==> config.mk <==
export PLATFORM = sky130hd
export DESIGN_NAME = br_stack_ctrl
export DESIGN_NICKNAME = d
export VERILOG_FILES = /design/src/rtl/br_stack_ctrl.sv
export SDC_FILE = /design/constraint.sdc
export NUM_CORES = 1
export LEC_CHECK = 0
export ABC_AREA = 1
export CAP_MARGIN = 20
export CORE_UTILIZATION = 35
export CTS_BUF_LIST = sky130_fd_sc_hd__clkbuf_16
export CTS_CLUSTER_SIZE = 10
export DETAILED_ROUTE_END_ITERATION = 10
export DONT_BUFFER_PORTS = 1
export GPL_ROUTABILITY_DRIVEN = 0
export PLACE_DENSITY_LB_ADDON = 0.08
export SETUP_SLACK_MARGIN = 0.02
export SYNTH_ARGS = -nofsm -noshare
export SYNTH_HDL_FRONTEND = slang
export SYNTH_SLANG_ARGS = --single-unit
==> constraint.sdc <==
create_clock -name clk -period 1.8 [get_ports clk]
set_input_delay 0.36 -clock clk [delete_from_list [all_inputs] [get_ports clk]]
set_output_delay 0.36 -clock clk [all_outputs]
set_load 0.01 [all_outputs]
==> src/rtl/br_stack_ctrl.sv <==
// Branch stack control sequencer: mask ownership, checkpoint allocation, resolve broadcast and recovery.
// Optional saturating performance counters are enabled by defining BR_CTRL_PERF_EN.
`ifndef BR_STATE_W
`define BR_STATE_W 2
`endif
`ifndef BR_NONE
`define BR_NONE 2'd0
`endif
`ifndef BR_PR_CORRECT
`define BR_PR_CORRECT 2'd1
`endif
`ifndef BR_PR_WRONG
`define BR_PR_WRONG 2'd2
`endif

module br_stack_ctrl #(
   parameter int BR_NUM = 4,
   parameter int PERF_W = 16
) (
   input  logic                   clk,
   input  logic                   rst_n,
   input  logic                   dispatch_en_i,
   output logic [BR_NUM-1:0]      br_dep_mask_o,
   output logic [BR_NUM-1:0]      br_alloc_1hot_o,
   input  logic                   br_rslv_vld_i,
   input  logic [BR_NUM-1:0]      br_rslv_1hot_i,
   input  logic                   br_rslv_correct_i,
   output logic [BR_NUM-1:0]      br_mask_o,
   output logic [BR_NUM-1:0]      br_1hot_o,
   output logic [`BR_STATE_W-1:0] br_state_o,
   output logic [BR_NUM-1:0]      rc_sel_o,
   output logic [BR_NUM-1:0]      squash_mask_o,
   output logic [BR_NUM-1:0]      clear_mask_o,
   output logic                   full_o,
   output logic                   dispatch_stall_o
`ifdef BR_CTRL_PERF_EN
   ,
   output logic [PERF_W-1:0]      perf_br_cnt_o,
   output logic [PERF_W-1:0]      perf_mispred_cnt_o,
   output logic [PERF_W-1:0]      perf_full_stall_cnt_o
`endif
);

   typedef enum logic [0:0] {S_NORM = 1'b0, S_RCV = 1'b1} state_t;

   localparam logic [BR_NUM-1:0] ONE = BR_NUM'(1);

   state_t                         state_q, state_d;
   logic [BR_NUM-1:0]              mask_q, mask_d;
   logic [BR_NUM-1:0][BR_NUM-1:0]  dep_q, dep_d;

   logic              rslv_vld_s, wrong_s, correct_s, full_s, stall_s;
   logic [BR_NUM-1:0] dep_sel_s, alloc_s, clear_s, squash_s;

   function automatic logic is_onehot(input logic [BR_NUM-1:0] v);
      return (v != '0) && ((v & (v - ONE)) == '0);
   endfunction

   function automatic logic [BR_NUM-1:0] lowest_zero(input logic [BR_NUM-1:0] m);
      logic [BR_NUM-1:0] r;
      r = '0;
      for (int i = BR_NUM - 1; i >= 0; i--) begin
         if (!m[i]) begin
            r    = '0;
            r[i] = 1'b1;
         end else begin
            r = r;
         end
      end
      return r;
   endfunction

   // Resolve qualification, allocation and the per-entry broadcast.
   always_comb begin
      rslv_vld_s = br_rslv_vld_i & is_onehot(br_rslv_1hot_i) & (|(br_rslv_1hot_i & mask_q));
      wrong_s    = rslv_vld_s & ~br_rslv_correct_i;
      correct_s  = rslv_vld_s & br_rslv_correct_i;
      dep_sel_s  = '0;
      for (int k = 0; k < BR_NUM; k++) begin
         if (br_rslv_1hot_i[k]) begin
            dep_sel_s = dep_sel_s | dep_q[k];
         end else begin
            dep_sel_s = dep_sel_s;
         end
      end
      full_s   = &mask_q;
      stall_s  = full_s | wrong_s | (state_q == S_RCV);
      alloc_s  = (dispatch_en_i && !stall_s) ? lowest_zero(mask_q) : '0;
      clear_s  = correct_s ? br_rslv_1hot_i : '0;
      // Killed set: every live slot not older than the wrong branch.
      squash_s = wrong_s ? (mask_q & ~dep_sel_s) : '0;

      br_mask_o        = mask_q;
      br_dep_mask_o    = mask_q;
      br_alloc_1hot_o  = alloc_s;
      br_1hot_o        = rslv_vld_s ? br_rslv_1hot_i : '0;
      rc_sel_o         = wrong_s ? br_rslv_1hot_i : '0;
      squash_mask_o    = squash_s;
      clear_mask_o     = clear_s;
      full_o           = full_s;
      dispatch_stall_o = stall_s;
      if (wrong_s) begin
         br_state_o = `BR_PR_WRONG;
      end else if (correct_s) begin
         br_state_o = `BR_PR_CORRECT;
      end else begin
         br_state_o = `BR_NONE;
      end
   end

   // Next mask, dependency and FSM state.
   always_comb begin
      mask_d  = mask_q;
      dep_d   = dep_q;
      state_d = S_NORM;
      if (wrong_s) begin
         mask_d  = dep_sel_s;
         state_d = S_RCV;
         for (int i = 0; i < BR_NUM; i++) begin
            dep_d[i] = squash_s[i] ? '0 : dep_q[i];
         end
      end else begin
         // Allocation and clear coexist; the new slot records the pre-allocation mask minus the freed bit.
         mask_d = (mask_q & ~clear_s) | alloc_s;
         for (int i = 0; i < BR_NUM; i++) begin
            dep_d[i] = alloc_s[i] ? (mask_q & ~clear_s) : (dep_q[i] & ~clear_s);
         end
      end
   end

   // State registers with synchronous active-low reset.
   always_ff @(posedge clk) begin
      if (!rst_n) begin
         state_q <= S_NORM;
         mask_q  <= '0;
         dep_q   <= '0;
      end else begin
         state_q <= state_d;
         mask_q  <= mask_d;
         dep_q   <= dep_d;
      end
   end

`ifdef BR_CTRL_PERF_EN
   logic [PERF_W-1:0] br_cnt_q, br_cnt_d, mis_cnt_q, mis_cnt_d, fst_cnt_q, fst_cnt_d;

   function automatic logic [PERF_W-1:0] sat_inc(input logic [PERF_W-1:0] c, input logic en);
      if (en && (c != {PERF_W{1'b1}})) begin
         return c + PERF_W'(1);
      end else begin
         return c;
      end
   endfunction

   // Saturating event counters.
   always_comb begin
      br_cnt_d  = sat_inc(br_cnt_q, |alloc_s);
      mis_cnt_d = sat_inc(mis_cnt_q, wrong_s);
      fst_cnt_d = sat_inc(fst_cnt_q, dispatch_en_i & full_s);
   end

   // Counter registers.
   always_ff @(posedge clk) begin
      if (!rst_n) begin
         br_cnt_q  <= '0;
         mis_cnt_q <= '0;
         fst_cnt_q <= '0;
      end else begin
         br_cnt_q  <= br_cnt_d;
         mis_cnt_q <= mis_cnt_d;
         fst_cnt_q <= fst_cnt_d;
      end
   end

   assign perf_br_cnt_o         = br_cnt_q;
   assign perf_mispred_cnt_o    = mis_cnt_q;
   assign perf_full_stall_cnt_o = fst_cnt_q;
`endif

endmodule
### Word level (Yosys, flattened, before mapping)

Cells that the tools add are included.
W data, S select, Z words.

* $add $sub $neg: 1
* equal/unequal tests: 4
* shift operators: 0
* multiplexer cells: 26
* multipliers: 0
* reduce and logical (&&, ||, !) cells: 7
* magnitude comparators: 0
* bitwise operators: 21
* divide/modulo/power cells: 0

Operator list (number)
* $mux W4: 22
* $and A4 B4 Y4: 8
* $mux W16: 1
* $or A4 B4 Y4: 4
* $ne A2 B1 Y1 const B: 4
* $not A4 Y4: 2
* $and A1 B1 Y1: 4
* $logic_not A4 Y1: 1
* $reduce_and A4 Y1: 1
* $reduce_bool A4 Y1: 1
* $reduce_or A4 Y1: 1
* $sub A4 B1 Y4 const B: 1
* $logic_and A1 B1 Y1: 2
* $mux W1: 2
* $mux W2: 1
* $or A1 B1 Y1: 2
* $logic_not A1 Y1: 1
* $not A1 Y1: 1

* input port bits: 9
* latch bits: 0
* RAM bits: 0
* output and inout port bits: 32
* ROM bits: 0
* register bits: 21
* memories kept: 0
* logic and storage cells: 65

### Logic depth before layout (Yosys ltp)

Gate-level depths: netlist (run 1).

* word-level depth: 14
* gate-level depth with buffers: 15
* depth with buffers taken out: 14

### Least setup slack after synthesis (run 1)

No wires, ideal clock.

* path kind: input-to-output
* start point: input br_rslv_1hot_i[1]
* end point: output squash_mask_o[0]
* required time: 1.440 ns
* cell stages on the path: 9
* buffers on the path: 2
* setup slack: 0.053 ns
* arrival: 1.387 ns
* cells stage by stage: buf_6 > inv_4 > nand2_1 > nand2_1 > nand2_2 > nor2_4 > nand3_4 > clkbuf_1 > nor2_1

* cells in the longest elaborated chain, start to end: 8
* elaborated cells between the ends (all ways): 18
* those cells by class: add/sub (1); mux (4); bitwise (9); reduce/logical (4)

RTL lines
* from (decl): line 26 `input logic [BR_NUM-1:0] br_rslv_1hot_i,`
* $sub A4 B1 Y4 or $mux W4 (tied branches): line 56, 80
* $and A4 B4 Y4 or $or A4 B4 Y4 (tied branches): line 56, 81
* $logic_not A4 Y1 or $mux W4 (tied branches): line 56, 80
* $logic_and A1 B1 Y1 or $or A4 B4 Y4 (tied branches): line 56, 81
* $and A1 B1 Y1 or $mux W4 (tied branches): line 75, 80
* $and A1 B1 Y1 or $not A4 Y4 (tied branches): line 75, 91
* $and A1 B1 Y1 or $and A4 B4 Y4 (tied branches): line 76, 91
* $mux W4 (*): line 91 `squash_s = wrong_s ? (mask_q & ~dep_sel_s) : '0;`
* to (decl): line 32 `output logic [BR_NUM-1:0] squash_mask_o,`

Mark *: on every way between the ends. The rest lies on a longest branch, timed or not.

### Worst setup path after layout (run 1)

* start point: register mask_q[2] (netlist: br_dep_mask_o[2])
* end point: output br_alloc_1hot_o[0]

* cells in the longest elaborated chain, start to end: 9
* elaborated cells between the ends (all ways): 13
* those cells by class: mux (4); bitwise (5); reduce/logical (4)

RTL lines
* from (decl): line 49 `logic [BR_NUM-1:0] mask_q, mask_d;`
* from (signal assigned): line 139 `mask_q <= mask_d;`
* $and A4 B4 Y4: line 75 `rslv_vld_s = br_rslv_vld_i & is_onehot(br_rslv_1hot_i) & (|(br_rslv_1hot_i & mask_q));`
* $reduce_or A4 Y1: line 75
* $and A1 B1 Y1: line 75
* $and A1 B1 Y1: line 76 `wrong_s = rslv_vld_s & ~br_rslv_correct_i;`
* $or A1 B1 Y1 (2 in series): line 87 `stall_s = full_s | wrong_s | (state_q == S_RCV);`
* $logic_not A1 Y1: line 88 `alloc_s = (dispatch_en_i && !stall_s) ? lowest_zero(mask_q) : '0;`
* $logic_and A1 B1 Y1: line 88
* $mux W4 (*): line 88
* to (decl): line 24 `output logic [BR_NUM-1:0] br_alloc_1hot_o,`

Marks and branches as above.

==> results.py, run 1 <==
metrics = {
    "route": {
        "dr.first_iter.drc_count": 68,
        "ant_nets": 0,
        "dr_total_vias": 1510,
        "dr.pass1.iters": 4,
        "drc": 0,
        "wl_per_cell_um": 16.57,
        "drt-total-wl_mm": 4.674,
        "vias_per_cell": 5.355,
    },
    "sta": {
        "finalSetupViolCount": 0,
        "finalCritPeriodShare_pct": 99.33,
        "hold_viol": 0,
        "setup_tns_ps": 0,
        "skew_ps": 4.122,
        "slew_violations": 0,
        "fin_crit_ps": 1788,
        "slew_headroom_pct": 80.25,
        "hold_ws_ps": 210.0,
        "tightest_slew_ps": 294.4,
        "rsz0062_at_grt": "yes",
        "fmax_mhz": 559.3,
        "timing.final.ws_setup_ps": 12.02,
    },
    "setup_path": {
        "endpoint_kind": "output pin",
        "arrival_ps": 1430,
        "path_cells": "nand2_1, nand4_2, nand3_4, nand4_2, inv_2",
        "r2r-end": "dep_q[14]$_SDFFE_PN0P_",
        "worstPathRequired_ps": 1440,
        "slowest_stage": "dfxtp_2",
        "cp-endpoint": "br_alloc_1hot_o[0]",
        "critPathLaunch": "br_dep_mask_o[2]$_SDFF_PN0_",
        "rr_worst_depth": 10,
        "r2r_start": "br_dep_mask_o[2]$_SDFF_PN0_",
        "crit_path_max_incr_delay_ps": 340,
        "worst-r2r-setup-slack_ps": 120,
        "path_class": "reg -> out",
        "cpMostUsedCell": "nand4_2",
        "worstPathMaxFanout": 8,
        "startpoint_type": "flop",
    },
    "cells_and_area": {
        "most-common-layout-cells": "nand2_1, dfxtp_1, buf_4, inv_1",
        "design_area_mm2": 0.001692,
        "num-nets-final": 244,
        "seqCellArea_um2": 425.4,
        "multiInputGateArea_um2": 870.8,
        "syn2layout_area_growth_pct": 18.08,
        "nFillCells": 406,
        "layout_commonest_cell": "nand2_1",
        "drive_above_1_share_pct": 27.78,
        "n_antenna_cell": 0,
    },
    "yosys": {
        "yosysUniqueCellTypes": 28,
        "synth_seq_cells": 21,
        "yosys.area.top_type": "dfxtp_1",
        "syn_inst": 223,
        "synth_nets": 232,
        "yosysTopAreaCellShare_pct": 29.34,
        "seq_area_frac_synth_pct": 29.34,
        "synth_warnings": 0,
        "synth_area_leaders": "dfxtp_1, nand2_1, nor2_1, nand3_1, a21oi_1",
        "synth_area_per_cell_um2": 6.424,
        "syn_area_mm2": 0.001433,
    },
    "clock_tree": {
        "path_clk_slew_ps": 60,
        "clockBufferDepth": 2,
        "cts_tree": "yes",
        "worstSkewPairLatency_ps": 260,
        "holdBufCountCts": 0,
        "cts-root-buf": "clkbuf_16",
        "cts_buffers": 3,
        "htree_levels": 1,
        "cts_sinks": 21,
    },
    "min_path": {
        "holdPathStages": 2,
        "hold_path.class": "in -> reg",
    },
    "global_route": {
        "grt-ovfl-total": 0,
        "antenna_found_initial": 0,
        "grt_pass1_vias": 1485,
        "grtUsageTotal_pct": 22.89,
        "grt_max_degree": 19,
        "grt_pass1_wl_mm": 7.327,
    },
    "power": {
        "p_per_area_mw_per_mm2": 662.5,
        "power_w": 0.001121,
        "p_leak_nw": 0.7734,
        "ir_drop_mv": 0.2993,
    },
    "flow_run": {
        "cap_violations": 0,
    },
    "place": {
        "placed_area_mm2": 0.001466,
        "dp_hpwl_mm": 3.503,
        "io_buffers": 0,
        "dpl_worst_slack_ps": 39.06,
    },
    "die": {
        "start_util_pct": 37.71,
        "ioPinCount": 41,
        "dieArea_mm2": 0.004353,
        "rows": 22,
        "core_area_mm2": 0.003799,
        "dieWidth_um": 65.98,
        "dieHeight_um": 65.98,
    },
    "run_status": {
        "outcome": "finished clean",
    },
}
-- layout make-up --
class,instances,area share (%)
inverters,27,6.731
clock inverters,1,0.2219
well taps,48,3.550
clock buffers,3,4.438
repair buffers,19,8.432
flip-flops and latches,21,25.15
multi-input cells,163,51.48
-- flip-flops by register name, summed over array words and instances (netlist names) --
| register | count |
|---|---|
| state_q | 1 |
| dep_q | 16 |
| br_dep_mask_o | 4 |
-- how the worst min path moves through the flow --
| stage | start | endpoint | slack, ps |
|---|---|---|---|
| 5_1_grt | rst_n | dep_q[11]$_SDFFE_PN0P_ | 220 |
| 2_1_floorplan | dep_q[0]$_SDFFE_PN0P_ | dep_q[0]$_SDFFE_PN0P_ | 410 |
| 4_1_cts | rst_n | dep_q[13]$_SDFFE_PN0P_ | 210 |
| 3_5_place_dp | dep_q[10]$_SDFFE_PN0P_ | dep_q[10]$_SDFFE_PN0P_ | 440 |
| 6_report | rst_n | dep_q[13]$_SDFFE_PN0P_ | 210 |
| 3_3_place_gp | dep_q[15]$_SDFFE_PN0P_ | dep_q[15]$_SDFFE_PN0P_ | 440 |
-- what timing repair did --
item	in CTS	in global routing
gates resized for setup	11	14
buffers inserted	5	3
pin swaps	2	3
hold endpoints to repair	0	0
endpoints found under the setup margin	19	20
-- through the flow --
step | utilization (%) | instances
3_5_place_dp | 38.60 | 270
6_report | 44.53 | 282
5_1_grt | 44.53 | 282
2_1_floorplan | - | 223
4_1_cts | 42.26 | 279
3_3_place_gp | 38.60 | 270
-- report_power, final --
| group | switching (W) | internal [W] |
|---|---|---|
| sequential | 0.0000103 | 0.000474 |
| clock | 0.000183 | 0.000297 |
| combinational | 0.000104 | 0.0000526 |
-- synthesized netlist by cell type (all sizes together) --
cell type and n:
a211oi 1, a21oi 14, a221oi 2, a22o 2
a31oi 3, buf 11, clkbuf 1, clkinv 3
dfxtp 21, inv 24, nand2 84, nand3 17
nand4 5, nor2 32, nor3 1, o21ai 2
-- cell families (layout without fill, tap and decap cells) --
| group | count (synthesis) | after routing | synth area share [%] |
|---|---|---|---|
| AO/OA/AOI/OAI | 24 | 24 | 9.870 |
| buffers and inverters | 39 | 50 | 15.37 |
| flip-flops | 21 | 21 | 29.34 |
| AND/OR/NAND/NOR | 139 | 139 | 45.42 |
-- worst max-delay path: cells and delay by family, from the launching register on --
family	cells	cell delay [ps]
buffers and inverters	1	160
flip-flops	1	340
AND/OR/NAND/NOR	4	670
-- routing by layer --
metal	GRT usage, %	vias to the layer above	wire (um)
li1	-	722	-
met1	26.62	704	1874
met2	40.18	70	2270
met3	5.000	14	415
met4	9.309	0	114
met5	0	-	0
(Power assumes the default switching activity.)
==> inputs of run 2 (changes only) <==
- PLACE_DENSITY: unset -> 0.58
- PLACE_DENSITY_LB_ADDON: 0.08 -> unset
- REMOVE_ABC_BUFFERS: unset -> 1
==> run 2 against run 1 <==
Effect of this change:
- count of clock-buffer cells in the layout unchanged
- maximum frequency increased by 1.8%
- setup slack improved by 32 ps
- final cell count increased by 1.4%
- largest power group unchanged
- flip-flop and latch count unchanged
- design area increased by 5.9%
- critical path type unchanged
- sequential share of layout area decreased by 1.3 points
- via count decreased by 2.8%
- worst hold slack got worse by 8.8 ps
- first-iteration DRC count decreased by 26%
- routed wire length decreased by 8.7%
==> results.py, run 2 (synthesized netlist as in run 1, its figures left out) <==
metrics = {
    "setup_path": {
        "worstPathRequired_ps": 1440,
        "worst-r2r-setup-slack_ps": 140,
        "arrival_ps": 1400,
        "slowest_stage": "dfxtp_4",
        "path_cells": "nand2_4, nand4_4, nand3_4, buf_6, nand4_4, inv_4",
        "crit_path_max_incr_delay_ps": 360,
        "path_class": "reg -> out",
        "rr_worst_depth": 11,
        "endpoint_kind": "output pin",
        "startpoint_type": "flop",
        "cpMostUsedCell": "nand4_4",
        "r2r_start": "br_dep_mask_o[2]$_SDFF_PN0_",
        "worstPathMaxFanout": 6,
        "r2r-end": "dep_q[14]$_SDFFE_PN0P_",
    },
    "power": {
        "p_clk_share_pct": 42.5,
        "combPwrFrac_pct": 14.6,
        "ir_drop_mv": 0.2981,
        "p_sw_w": 0.0002949,
        "p_seq_share_pct": 42.9,
        "swShare_pct": 26.20,
        "p_per_area_mw_per_mm2": 628.0,
        "intPower_w": 0.0008304,
        "p_leak_nw": 0.8171,
    },
    "die": {
        "ioPinCount": 41,
        "dieHeight_um": 65.98,
        "dieWidth_um": 65.98,
        "dieArea_mm2": 0.004353,
        "start_util_pct": 37.71,
        "core_area_mm2": 0.003799,
        "rows": 22,
    },
    "cells_and_area": {
        "syn2layout_area_growth_pct": 25.07,
        "layout_commonest_cell": "nand2_1",
        "largest_register_ffs": 16,
        "n_antenna_cell": 0,
        "design_area_mm2": 0.001792,
        "largest_register": "dep_q",
        "drive_above_1_share_pct": 31.93,
        "num-nets-final": 248,
        "most-common-layout-cells": "nand2_1, buf_4, nor2_1, dfxtp_1",
        "nFillCells": 384,
    },
    "sta": {
        "skew_ps": 2.005,
        "hold_viol": 0,
        "tightest_slew_ps": 343.8,
        "finalSetupViolCount": 0,
        "slew_violations": 0,
        "hold_ws_ps": 201.2,
        "rsz0062_at_grt": "yes",
        "setup_tns_ps": 0,
        "finalCritPeriodShare_pct": 97.58,
        "fin_crit_ps": 1756,
        "slew_headroom_pct": 77.08,
        "fmax_mhz": 569.3,
    },
    "flow_run": {
        "cap_violations": 0,
    },
    "global_route": {
        "grt-ovfl-total": 0,
        "antenna_found_initial": 0,
        "grtUsageTotal_pct": 19.86,
        "grt_max_degree": 14,
        "grt_pass1_vias": 1334,
        "grt_pass1_wl_mm": 6.382,
    },
    "clock_tree": {
        "path_clk_slew_ps": 60,
        "clockBufferDepth": 2,
        "cts-root-buf": "clkbuf_16",
        "worstSkewPairLatency_ps": 260,
        "htree_levels": 1,
        "cts_buffers": 3,
        "cts_sinks": 21,
        "holdBufCountCts": 0,
        "cts_tree": "yes",
    },
    "route": {
        "dr_total_vias": 1468,
        "wl_per_cell_um": 14.92,
        "vias_per_cell": 5.133,
        "dr.first_iter.drc_count": 50,
        "dr.pass1.iters": 4,
        "drt-total-wl_mm": 4.268,
        "ant_nets": 0,
        "drc": 0,
    },
    "place": {
        "dp_hpwl_mm": 3.155,
        "placed_area_mm2": 0.001481,
        "io_buffers": 0,
    },
    "min_path": {
        "min_to": "dep_q[13]$_SDFFE_PN0P_",
        "holdPathStages": 2,
        "hold_path.class": "in -> reg",
        "hp-start": "rst_n",
    },
    "run_status": {
        "outcome": "finished clean",
    },
}
[run 2: how the worst max path moves through the flow]
stage / slack (ps) / startpoint / end
3_5_place_dp: 90 / br_rslv_1hot_i[2] / dep_q[14]$_SDFFE_PN0P_
3_3_place_gp: 110 / br_rslv_1hot_i[2] / dep_q[14]$_SDFFE_PN0P_
2_1_floorplan: 120 / br_dep_mask_o[2]$_SDFF_PN0_ / rc_sel_o[0]
5_1_grt: -10 / br_dep_mask_o[2]$_SDFF_PN0_ / br_alloc_1hot_o[3]
4_1_cts: -50 / br_dep_mask_o[3]$_SDFF_PN0_ / br_alloc_1hot_o[0]
6_report: 40 / br_dep_mask_o[2]$_SDFF_PN0_ / br_alloc_1hot_o[3]
[run 2: repair_timing]
action	4_1_cts	5_1_grt
resized for setup	10	29
endpoints found under the setup margin	7	18
setup buffers	5	5
pin swaps	2	8
[run 2: area by class of cell]
type / instances / area [um^2] / area share [%]
flip-flops and latches: 21 / 427.9 / 23.88
inverters: 27 / 121.4 / 6.774
well taps: 48 / 60.06 / 3.352
multi-input cells: 163 / 905.9 / 50.56
clock buffers: 3 / 75.07 / 4.190
clock inverters: 1 / 5.005 / 0.2793
repair buffers: 23 / 196.4 / 10.96
[run 2: per-stage QoR]
stage                     utilization, %  setup WS (ps)  power (W)  instances
final                              47.17          43.61   0.001125        286
after global placement             39.00          111.0  0.0006283        272
after CTS                          43.51         -49.39   0.001116        281
after floorplan                        -          117.3  0.0005869        211
after global routing               47.17         -12.41   0.001162        286
after detailed placement           39.00          90.18  0.0006286        272
[run 2: metal layers]
layer	routed length (um)	vias to the layer above	part of all wire (%)	track usage (%)
met5	0	-	0	0
met4	84	0	2.0	6.649
met3	382	7	9.0	3.793
met2	1916	66	45	32.91
met1	1885	660	44	25.57
li1	-	735	-	-
[run 2: power groups by stage]
stage	registers [W]	clock network, W	logic [W]
floorplan	0.000499	0	0.0000878
global placement	0.000491	0	0.000138
detailed placement	0.000491	0	0.000138
CTS	0.000481	0.000488	0.000148
global route	0.000484	0.000500	0.000178
finish	0.000483	0.000478	0.000164
[run 2: worst max-delay path: cells and delay by family, from the launching register on]
| family | cells | cell delay [ps] |
|---|---|---|
| AND/OR/NAND/NOR | 4 | 510 |
| buffers and inverters | 2 | 260 |
| flip-flops | 1 | 360 |
